**src/rtl/axis_seq_combiner.sv**
```systemverilog
// Merges two valid/ready streams in a fixed repeating pattern.
// The pattern is FROM_PORT_ZERO beats from input 0, then FROM_PORT_ONE beats from input 1.
// A 2-entry buffer registers the output, so output_ready never reaches the input readies
// combinationally.
module axis_seq_combiner #(
    parameter int unsigned DATA_WIDTH     = 16,
    parameter int unsigned FROM_PORT_ZERO = 1,
    parameter int unsigned FROM_PORT_ONE  = 1
) (
    input  logic                  clk,
    input  logic                  rst,
    input  logic                  input_0_valid,
    input  logic [DATA_WIDTH-1:0] input_0_data,
    output logic                  input_0_ready,
    input  logic                  input_1_valid,
    input  logic [DATA_WIDTH-1:0] input_1_data,
    output logic                  input_1_ready,
    output logic                  output_valid,
    output logic [DATA_WIDTH-1:0] output_data,
    input  logic                  output_ready
);

    localparam int unsigned NMax = (FROM_PORT_ZERO > FROM_PORT_ONE) ? FROM_PORT_ZERO
                                                                     : FROM_PORT_ONE;
    localparam int unsigned CntW = $clog2(NMax) + 1;
    // A port with a zero count is never selected, so start on port 1 if port 0 is empty.
    localparam logic SelInit = (FROM_PORT_ZERO == 0);

    if (FROM_PORT_ZERO == 0 && FROM_PORT_ONE == 0) begin : g_bad_cfg
        $error("axis_seq_combiner: FROM_PORT_ZERO and FROM_PORT_ONE cannot both be 0");
    end

    logic                  sel_q, sel_d;
    logic [CntW-1:0]       cnt_q, cnt_d;
    logic                  in_ready_q, in_ready_d;
    logic [1:0]            count_q, count_d;
    logic                  wr_ptr_q, rd_ptr_q;
    logic [DATA_WIDTH-1:0] mem_q [2];

    logic                  sel_valid;
    logic [DATA_WIDTH-1:0] sel_data;
    logic                  wr_en, rd_en, cnt_last;
    int unsigned           n_sel, n_other;

    // Input selection, round counting and buffer occupancy.
    always_comb begin
        sel_valid  = sel_q ? input_1_valid : input_0_valid;
        sel_data   = sel_q ? input_1_data : input_0_data;
        n_sel      = sel_q ? FROM_PORT_ONE : FROM_PORT_ZERO;
        n_other    = sel_q ? FROM_PORT_ZERO : FROM_PORT_ONE;
        wr_en      = in_ready_q && sel_valid;
        rd_en      = (count_q != 2'd0) && output_ready;
        cnt_last   = (32'(cnt_q) == n_sel - 32'd1);
        sel_d      = sel_q;
        cnt_d      = cnt_q;
        if (wr_en) begin
            if (cnt_last) begin
                cnt_d = '0;
                // With an empty other port the same port simply repeats its round.
                if (n_other != 0) begin
                    sel_d = ~sel_q;
                end
            end else begin
                cnt_d = cnt_q + 1'b1;
            end
        end
        count_d    = count_q + {1'b0, wr_en} - {1'b0, rd_en};
        // Ready is registered from the next occupancy, so it drops the cycle after filling.
        in_ready_d = (count_d != 2'd2);
    end

    // Control state with asynchronous active-low reset.
    always_ff @(posedge clk or negedge rst) begin
        if (!rst) begin
            sel_q      <= SelInit;
            cnt_q      <= '0;
            in_ready_q <= 1'b0;
            count_q    <= 2'd0;
            wr_ptr_q   <= 1'b0;
            rd_ptr_q   <= 1'b0;
        end else begin
            sel_q      <= sel_d;
            cnt_q      <= cnt_d;
            in_ready_q <= in_ready_d;
            count_q    <= count_d;
            if (wr_en) begin
                wr_ptr_q <= ~wr_ptr_q;
            end
            if (rd_en) begin
                rd_ptr_q <= ~rd_ptr_q;
            end
        end
    end

    // Buffer storage; contents are qualified by count_q, so no reset is needed.
    always_ff @(posedge clk) begin
        if (wr_en) begin
            mem_q[wr_ptr_q] <= sel_data;
        end
    end

    // Output and per-port ready decode.
    always_comb begin
        output_valid  = (count_q != 2'd0);
        output_data   = mem_q[rd_ptr_q];
        input_0_ready = in_ready_q && !sel_q;
        input_1_ready = in_ready_q && sel_q;
    end

endmodule

```
**config.mk**
```make
export PLATFORM = sky130hd
export DESIGN_NAME = axis_seq_combiner
export DESIGN_NICKNAME = d
export VERILOG_FILES = /design/src/rtl/axis_seq_combiner.sv
export SDC_FILE = /design/constraint.sdc
export NUM_CORES = 1
export LEC_CHECK = 0
export ABC_AREA = 1
export BUFFER_PORTS_ARGS = -buffer_cell sky130_fd_sc_hd__buf_2
export CORE_MARGIN = 4
export CORE_UTILIZATION = 53
export DETAILED_ROUTE_END_ITERATION = 12
export PLACE_DENSITY = 0.83
export REMOVE_ABC_BUFFERS = 1
export SYNTH_ARGS = -nofsm -noshare
export SYNTH_HDL_FRONTEND = slang
export SYNTH_SLANG_ARGS = --single-unit
```
**constraint.sdc**
```tcl
create_clock -name clk -period 4.7 [get_ports clk]
set_clock_uncertainty 0.1 [all_clocks]
set_input_delay 0.94 -clock clk [delete_from_list [all_inputs] [get_ports clk]]
set_output_delay 0.94 -clock clk [all_outputs]
set_load 0.02 [all_outputs]
```
==> flow_summary.json, run 1 <==
{
  "gp_congestion": 0.827,
  "drt_iter0_markers": 53,
  "worst_ep_arrival_time_ns": 1.70,
  "synthFlopType": "edfxtp_1",
  "cts_resized": 0,
  "startpoint": "rd_ptr_q$_DFFE_PN0P_",
  "syn-cell-area_um2": 1710,
  "grt_pass1_wl_um": 5440,
  "vias": 1319,
  "p_sw_uw": 608,
  "antennaDiodeCount": 0,
  "drive_above_1_share_pct": 32.6,
  "die_area_um2": 4200,
  "ios": 56,
  "power_frac_clock_pct": 10.9,
  "cpMostUsedCell": "nand2_1",
  "worst_slack_ns": 1.96,
  "yosysSeqAreaShare_pct": 64.9,
  "synth_top_area_share_pct": 56.1,
  "max_stage_delay_ns": 0.75,
  "place.port_buffers": 55,
  "criticalPathCategory": "reg -> out",
  "slew_violations": 0,
  "grt_start_max_net_pins": 22,
  "ys_types": 16,
  "fin_util_pct": 67.0,
  "final-hold-violation-count": 0,
  "clk_pin_slew_worst_paths_ns": 0.10,
  "core_um2": 3080,
  "cts_tree": "done",
  "hp-class": "in -> async",
  "numCtsBuffers": 5,
  "fin_crit_ns": 2.74,
  "clock_sinks": 38,
  "finalSetupViolCount": 0,
  "fp.dieW_um": 64.8,
  "rows": 20,
  "cts_post_setup_buffers_inserted": 0,
  "p_per_area_nw_per_um2": 674,
  "synth_area_leaders": "edfxtp_1, nand2_1, dfrtp_1",
  "whs_ns": 0.305,
  "cts_hold_buffers": 0,
  "crit_path_start_kind": "flip-flop",
  "grt_usage_pct": 17.3,
  "initial_core_util_pct": 55.6,
  "period_share_pct": 58.4,
  "worst_pin_slew_ns": 0.871,
  "dr.pass1.iters": 4,
  "crit_path_max_fanout": 18,
  "cpMaxStageDelayCell": "dfrtp_1",
  "async_flop_share_pct": 15.8,
  "pre_cts_ws_ns": 2.24,
  "totalNegativeSetupSlack_ns": 0,
  "switching_share_pct": 43.7,
  "timing.rr.end": "in_ready_q$_DFF_PN0_",
  "status": "complete, no violations",
  "r2r_setup_slack_ns": 2.22,
  "ys_ff_latch": 38,
  "critPathRequiredTime_ns": 3.66,
  "yosysMostFrequentCell": "nand2_1",
  "fin_nets": 270,
  "yosysWarnings": 0,
  "clockBufferDepth": 2,
  "power_frac_comb_pct": 44.4,
  "rr_worst_depth": 12,
  "seqPwrFrac_pct": 44.7,
  "final_area_um2": 2060,
  "synthCells": 175,
  "dpl.hpwl_um": 2420,
  "die_h_um": 64.8,
  "totalWireLength_um": 3360,
  "first_global_vias": 1314,
  "overflow": 0,
  "max_slew_margin_pct": 41.9,
  "htree_levels": 2,
  "area_growth_pct": 20.4,
  "end_kind": "primary output",
  "p_leak_uw": 0.00103,
  "synth_edf_count": 32,
  "p_int_uw": 782,
  "cts-root-buf": "clkbuf_4",
  "maxCapViolCount": 0,
  "avgViaCountPerCell": 4.76,
  "rsz0062_at_grt": "false",
  "route.detailed.drc": 0,
  "yosys.area.top_type": "edfxtp_1",
  "clk_latency_ns": 0.33,
  "timing.rr.start": "sel_q$_DFFE_PN0P_",
  "antenna_found_initial": 0,
  "ys_top_cells_by_count": "nand2_1, edfxtp_1, inv_1",
  "crit_end": "output_data[3]",
  "fmax_mhz": 364,
  "cp_cell_sequence": "inv_2 > nand2_1 > nand2_1 > buf_2",
  "postPlaceCellArea_um2": 2010,
  "antenna_left": 0,
  "peakVddDrop_mv": 0.336,
  "avgSynthCellArea_um2": 9.78,
  "wl_per_cell_um": 12.1
}
-- sequential cells by signal, summed over array words and instances, names as in the netlist --
signal / count
in_ready_q: 1
mem_q: 32
sel_q: 1
wr_ptr_q: 1
rd_ptr_q: 1
count_q: 2
-- cells by family (layout without fill, tap and decap cells) --
| family | count (synthesis) | count (layout) | share of synthesized area [%] |
|---|---|---|---|
| adder cells (fa/ha/maj) | 1 | 1 | 0.731 |
| flip-flops | 38 | 38 | 64.9 |
| buffers and inverters | 16 | 74 | 4.39 |
| AND/OR/NAND/NOR | 116 | 116 | 28.4 |
| AO/OA/AOI/OAI | 2 | 2 | 0.585 |
| XOR/XNOR | 2 | 2 | 1.02 |
-- cell type report --
class / count / area (um2)
clock buffer: 5 / 37.5
clock inverter: 3 / 11.3
sequential: 38 / 1110
inverter: 10 / 37.5
tap: 44 / 55.1
fill: 265 / 1020
multi-input combinational: 121 / 526
timing repair buffer: 56 / 283
-- worst max-delay path, delay by kind of cell (launching register included) --
family	cells	cell delay, ns
flops	1	0.75
buf+inv	2	0.43
simple gates	2	0.18
-- power by group through the flow --
stage / sequential [uW] / clock (uW) / combinational (uW)
floorplan: 605 / 0 / 435
global placement: 624 / 0 / 605
detailed placement: 629 / 0 / 623
CTS: 621 / 156 / 624
global route: 636 / 172 / 691
finish: 622 / 152 / 617
-- worst min-delay path by stage --
stage,slack [ns],start,endpoint
CTS,0.29,rst,in_ready_q$_DFF_PN0_
global placement,0.41,wr_ptr_q$_DFFE_PN0P_,wr_ptr_q$_DFFE_PN0P_
global route,0.29,rst,in_ready_q$_DFF_PN0_
floorplan,0.38,wr_ptr_q$_DFFE_PN0P_,wr_ptr_q$_DFFE_PN0P_
finish,0.31,rst,in_ready_q$_DFF_PN0_
detailed placement,0.42,wr_ptr_q$_DFFE_PN0P_,wr_ptr_q$_DFFE_PN0P_
-- per-stage QoR --
step                cells  power, uW
floorplan             169       1040
global placement      269       1230
detailed placement    269       1250
CTS                   277       1400
global route          277       1500
finish                277       1390
-- layout by cell type (no fill, tap or decap) --
| cell type | instances |
|---|---|
| ha_1 | 1 |
| inv_1 | 7 |
| xnor2_1 | 1 |
| edfxtp_1 | 32 |
| buf_2 | 55 |
| clkbuf_4 | 5 |
| nand2_2 | 4 |
| nand2_4 | 1 |
| xor2_1 | 1 |
| inv_2 | 3 |
| dfrtp_1 | 6 |
| nor2_1 | 4 |
| clkinv_1 | 3 |
| nand2_1 | 100 |
| o21ai_1 | 2 |
| nor2_2 | 3 |
| nand3_2 | 4 |
| buf_4 | 1 |
-- per-layer routing --
metal	global-route usage, %	wire, um	vias to the layer above
met1	19.8	1370	585
met5	0	0	-
li1	-	-	672
met4	8.71	72	0
met2	29.4	1660	52
met3	5.03	257	10
Note: power is estimated with default switching activity, not from simulation.
==> inputs of run 2 (changes only) <==
--- a/config.mk
+++ b/config.mk
@@ -8,9 +8,9 @@
 export ABC_AREA = 1
 export BUFFER_PORTS_ARGS = -buffer_cell sky130_fd_sc_hd__buf_2
 export CORE_MARGIN = 4
-export CORE_UTILIZATION = 53
+export CORE_UTILIZATION = 45
 export DETAILED_ROUTE_END_ITERATION = 12
-export PLACE_DENSITY = 0.83
+export PLACE_DENSITY = 0.75
 export REMOVE_ABC_BUFFERS = 1
 export SYNTH_ARGS = -nofsm -noshare
 export SYNTH_HDL_FRONTEND = slang
==> constraint.sdc (replaced) <==
create_clock -name clk -period 2.4 [get_ports clk]
set_clock_uncertainty 0.1 [all_clocks]
set_input_delay 0.48 -clock clk [delete_from_list [all_inputs] [get_ports clk]]
set_output_delay 0.48 -clock clk [all_outputs]
set_load 0.02 [all_outputs]
==> flow_summary.json, run 2 (synthesis gave the netlist of run 1 again) <==
{
  "crit_path_start_kind": "flip-flop",
  "antenna_found_initial": 0,
  "dr.pass1.iters": 4,
  "final-hold-violation-count": 0,
  "totalNegativeSetupSlack_ns": 0,
  "criticalPathCategory": "reg -> reg",
  "top_register": "mem_q",
  "fin_crit_ns": 1.92,
  "critPathRequiredTime_ns": 2.48,
  "numCtsBuffers": 5,
  "dpl.hpwl_um": 2300,
  "hp-class": "in -> reg",
  "layout_common_cells": "nand2_1, buf_2, edfxtp_1, inv_1, dfrtp_1",
  "p_per_area_nw_per_um2": 1410,
  "place.port_buffers": 55,
  "drt_iter0_markers": 48,
  "end_kind": "flip-flop",
  "grt_start_max_net_pins": 18,
  "slew_violations": 0,
  "power.total_uw": 3120,
  "max_slew_margin_pct": 73.1,
  "core_um2": 3660,
  "grt_usage_pct": 13.5,
  "r2r_setup_slack_ns": 0.48,
  "area_growth_pct": 29.1,
  "die_h_um": 69.7,
  "crit_path_max_fanout": 12,
  "fp.dieW_um": 69.7,
  "gp_congestion": 0.807,
  "multi_input_area_um2": 526,
  "largest_reg_flops": 32,
  "initial_core_util_pct": 46.8,
  "cts_hold_buffers": 1,
  "worst_pin_slew_ns": 0.403,
  "ios": 56,
  "pre_cts_ws_ns": 0.495,
  "clk_latency_ns": 0.28,
  "final_common_cell": "nand2_1",
  "first_global_vias": 1151,
  "die_area_um2": 4850,
  "overflow": 0,
  "clock_sinks": 38,
  "antennaDiodeCount": 0,
  "rows": 22,
  "grt_pass1_wl_um": 5150,
  "finalSetupViolCount": 0,
  "totalWireLength_um": 3170,
  "clockBufferDepth": 2,
  "worst_ep_arrival_time_ns": 2.00,
  "fin_nets": 276,
  "top_regs": "mem_q (32), count_q (2)",
  "vias": 1282,
  "antenna_left": 0,
  "p_leak_uw": 0.00110,
  "htree_levels": 2,
  "cts_resized": 0,
  "peakVddDrop_mv": 0.818,
  "cts_post_setup_buffers_inserted": 0,
  "status": "complete, no violations",
  "cts_tree": "done",
  "clk_pin_slew_worst_paths_ns": 0.07,
  "route.detailed.drc": 0,
  "worst_slack_ns": 0.484,
  "drive_above_1_share_pct": 34.7,
  "cts-root-buf": "clkbuf_8",
  "fmax_mhz": 522,
  "avgViaCountPerCell": 4.47,
  "final-seq-area_um2": 1110,
  "rsz0062_at_grt": "false",
  "wl_per_cell_um": 11.0,
  "period_share_pct": 79.8,
  "maxCapViolCount": 0,
  "nFillCells": 300
}
==> run 2: changes by cell type in the layout (fill, tap and decap cells not counted) <==
cell,change
clkbuf_4,-5
clkbuf_8,+5
buf_4,+4
bufinv_16,+2
clkinv_1,-2
buf_12,+1
dlygate4sd3_1,+1
==> run 2: area by class of cell <==
type / count / area share (%)
flip-flops and latches: 38 / 50.3
clock buffers: 5 / 3.11
repair buffers: 62 / 15.5
multi-input cells: 121 / 23.8
clock inverters: 3 / 2.89
well taps: 48 / 2.72
inverters: 10 / 1.70
==> run 2: where the power goes <==
part           internal [uW]  leakage, uW  switching [uW]
sequential              1050     0.000367            99.2
combinational            448     0.000668             913
clock                    411    0.0000658             205
total                   1910      0.00110            1220
==> run 2: worst paths after layout <==
| kind | to | depth (start not counted) | start |
|---|---|---|---|
| setup reg to reg | in_ready_q$_DFF_PN0_ | 12 | sel_q$_DFFE_PN0P_ |
| setup / recovery | in_ready_q$_DFF_PN0_ | 12 | sel_q$_DFFE_PN0P_ |
| max in group asynchronous | rd_ptr_q$_DFFE_PN0P_ | 2 | rst |
| hold / removal | mem_q[1][8]$_DFFE_PP_ | 3 | input_0_data[8] |
| min in group asynchronous | wr_ptr_q$_DFFE_PN0P_ | 2 | rst |
| hold reg to reg | wr_ptr_q$_DFFE_PN0P_ | 2 | wr_ptr_q$_DFFE_PN0P_ |
==> run 2: critical path, cell delays in order (launching register included) <==
cell	delay, ns
dfrtp_1	0.57
inv_2	0.10
nand2_2	0.07
nand2_2	0.05
nand2_4	0.08
inv_2	0.05
o21ai_1	0.06
nand2_1	0.07
ha_1	0.18
xnor2_1	0.22
nand3_2	0.12
nand2_2	0.09
nand2_2	0.04
==> run 2: through the flow <==
step	instance area, um2	util, %	cells	hold slack (ns)
2_1_floorplan	1670	-	169	0.0844
3_3_place_gp	2070	56.5	278	0.214
3_5_place_dp	2070	56.5	278	0.212
4_1_cts	2210	60.4	287	0.377
5_1_grt	2210	60.4	287	0.389
6_report	2210	60.4	287	0.386
==> run 2: metal layers <==
metal  up-vias  share of wire (%)  track usage (%)
met3         8                6.3             3.04
met2        32                 51             24.2
met5         -                  0                0
met1       565                 41             15.5
met4         0                1.8             5.74
li1        677                  -                -
==> inputs of run 3 (changes only) <==
--- a/config.mk
+++ b/config.mk
@@ -8,9 +8,9 @@
 export ABC_AREA = 1
 export BUFFER_PORTS_ARGS = -buffer_cell sky130_fd_sc_hd__buf_2
 export CORE_MARGIN = 4
-export CORE_UTILIZATION = 45
+export CORE_UTILIZATION = 50
 export DETAILED_ROUTE_END_ITERATION = 12
-export PLACE_DENSITY = 0.75
+export PLACE_DENSITY = 0.79
 export REMOVE_ABC_BUFFERS = 1
 export SYNTH_ARGS = -nofsm -noshare
 export SYNTH_HDL_FRONTEND = slang
==> constraint.sdc (replaced) <==
create_clock -name clk -period 1.8 [get_ports clk]
set_clock_uncertainty 0.1 [all_clocks]
set_input_delay 0.36 -clock clk [delete_from_list [all_inputs] [get_ports clk]]
set_output_delay 0.36 -clock clk [all_outputs]
set_load 0.02 [all_outputs]
==> flow_summary.json, run 3 (synthesis gave the netlist of run 1 again) <==
{
  "maxCapViolCount": 0,
  "final-seq-area_um2": 1110,
  "hp-class": "in -> reg",
  "crit_family": "flip-flops",
  "end_kind": "primary output",
  "overflow": 0,
  "final_common_cell": "nand2_1",
  "antenna_left": 0,
  "clock_sinks": 38,
  "drive_above_1_share_pct": 37.3,
  "fin_nets": 281,
  "totalNegativeSetupSlack_ns": 0,
  "criticalPathCategory": "reg -> out",
  "dpl.hpwl_um": 2490,
  "ios": 56,
  "crit_path_max_fanout": 8,
  "crit_path_start_kind": "flip-flop",
  "htree_levels": 2,
  "dp_cells": 276,
  "antennaDiodeCount": 0,
  "first_global_vias": 1210,
  "critPathRequiredTime_ns": 1.34,
  "finalSetupViolCount": 0,
  "grt_pass1_wl_um": 5460,
  "fin_crit_ns": 1.74,
  "whs_ns": 0.197,
  "p_per_area_nw_per_um2": 1890,
  "p_leak_uw": 0.00112,
  "place.port_buffers": 55,
  "route.detailed.drc": 0,
  "die_h_um": 66.5,
  "postPlaceCellArea_um2": 2060,
  "dr.pass1.iters": 4,
  "numCtsBuffers": 5,
  "clockBufferDepth": 2,
  "peakVddDrop_mv": 1.07,
  "vias": 1384,
  "grt_start_max_net_pins": 18,
  "drt_iter0_markers": 44,
  "max_stage_delay_ns": 0.49,
  "top_regs": "mem_q (32), count_q (2)",
  "min_from": "input_0_valid",
  "fp.dieW_um": 66.5,
  "max_slew_margin_pct": 80.6,
  "multi_input_area_um2": 536,
  "worst-path-buf-inv": 2,
  "cts-root-buf": "clkbuf_4",
  "largest_reg_flops": 32,
  "status": "complete, no violations",
  "totalWireLength_um": 3610,
  "antenna_found_initial": 0,
  "cpMaxStageDelayCell": "dfrtp_2",
  "initial_core_util_pct": 54.3,
  "period_share_pct": 96.6,
  "startpoint": "rd_ptr_q$_DFFE_PN0P_",
  "cpMostUsedCell": "nand2_1",
  "grt_usage_pct": 17.0,
  "top_register": "mem_q",
  "cts_tree": "done",
  "clk_latency_ns": 0.34,
  "slew_violations": 0,
  "cp_cell_sequence": "clkbuf_16 > nand2_1 > nand2_1 > buf_2",
  "worst_ep_arrival_time_ns": 1.28,
  "worst_pin_slew_ns": 0.291,
  "nFillCells": 239,
  "fmax_mhz": 575,
  "rows": 20,
  "timing.rr.start": "sel_q$_DFFE_PN0P_",
  "avgViaCountPerCell": 4.81,
  "final-hold-violation-count": 0,
  "wl_per_cell_um": 12.5,
  "core_um2": 3150,
  "final_area_um2": 2240,
  "gp_congestion": 0.807,
  "layout_common_cells": "nand2_1, buf_2, edfxtp_1, buf_4, inv_1",
  "area_growth_pct": 31.1,
  "die_area_um2": 4420,
  "fin_cells": 288,
  "clk_pin_slew_worst_paths_ns": 0.12
}
-- run 3: changes by cell type in the layout (fill, tap and decap cells not counted), moves of 2 or more --
| cell | before | now |
|---|---|---|
| clkbuf_8 | 5 | 0 |
| inv_2 | 3 | 1 |
| buf_4 | 5 | 9 |
| clkbuf_4 | 0 | 5 |
-- run 3: repair_timing --
action | 4_1_cts | 5_1_grt
hold buffers | 1 | 0
setup endpoints to repair | 0 | 18
endpoints found under the hold margin | 6 | 0
setup buffers | 0 | 2
gates resized for setup | 0 | 10
-- run 3: stage by stage --
stage	total power (uW)	utilization, %	setup slack, ns
after floorplan	2710	-	-0.423
after global placement	3350	65.5	0.127
after detailed placement	3410	65.5	0.0148
after CTS	4100	69.0	0.00467
after global routing	4550	71.2	-0.0135
final	4250	71.2	0.0618
-- run 3: final cells by class --
| cell class | count | share of cell area [%] |
|---|---|---|
| repair buffers | 67 | 17.5 |
| flip-flops and latches | 38 | 49.6 |
| clock buffers | 5 | 1.67 |
| multi-input cells | 121 | 23.9 |
| inverters | 10 | 2.12 |
| clock inverters | 3 | 2.84 |
| well taps | 44 | 2.45 |
-- run 3: power by group --
| part | internal [uW] | switching (uW) |
|---|---|---|
| Clock | 428 | 274 |
| Combinational | 722 | 1280 |
| Sequential | 1400 | 154 |
| Total | 2550 | 1710 |
-- run 3: path summary, 6_finish.rpt --
check | to | slack [ns] | cells after the start
setup / recovery | output_data[11] | 0.06 | 4
hold / removal | sel_q$_DFFE_PN0P_ | 0.20 | 3
setup reg to reg | in_ready_q$_DFF_PN0_ | 0.07 | 12
hold reg to reg | wr_ptr_q$_DFFE_PN0P_ | 0.48 | 2
max in group asynchronous | wr_ptr_q$_DFFE_PN0P_ | 1.18 | 2
min in group asynchronous | count_q[0]$_DFF_PN0_ | 0.25 | 2
-- run 3: per-layer routing --
metal	vias up	wire length (um)	global-route usage [%]
met2	43	1810	29.2
met1	641	1500	20.6
li1	695	-	-
met3	5	251	3.54
met5	-	0	0
met4	0	40	7.11
-- run 3: worst reg2reg max path, stage by stage, from the launching register on --
cell,delay [ns]
dfrtp_1,0.46
inv_4,0.06
nand2_2,0.06
nand2_2,0.06
nand2_4,0.09
inv_2,0.05
o21ai_1,0.08
nand2_1,0.08
ha_2,0.19
xnor2_2,0.19
nand3_2,0.10
nand2_2,0.09
nand2_2,0.04
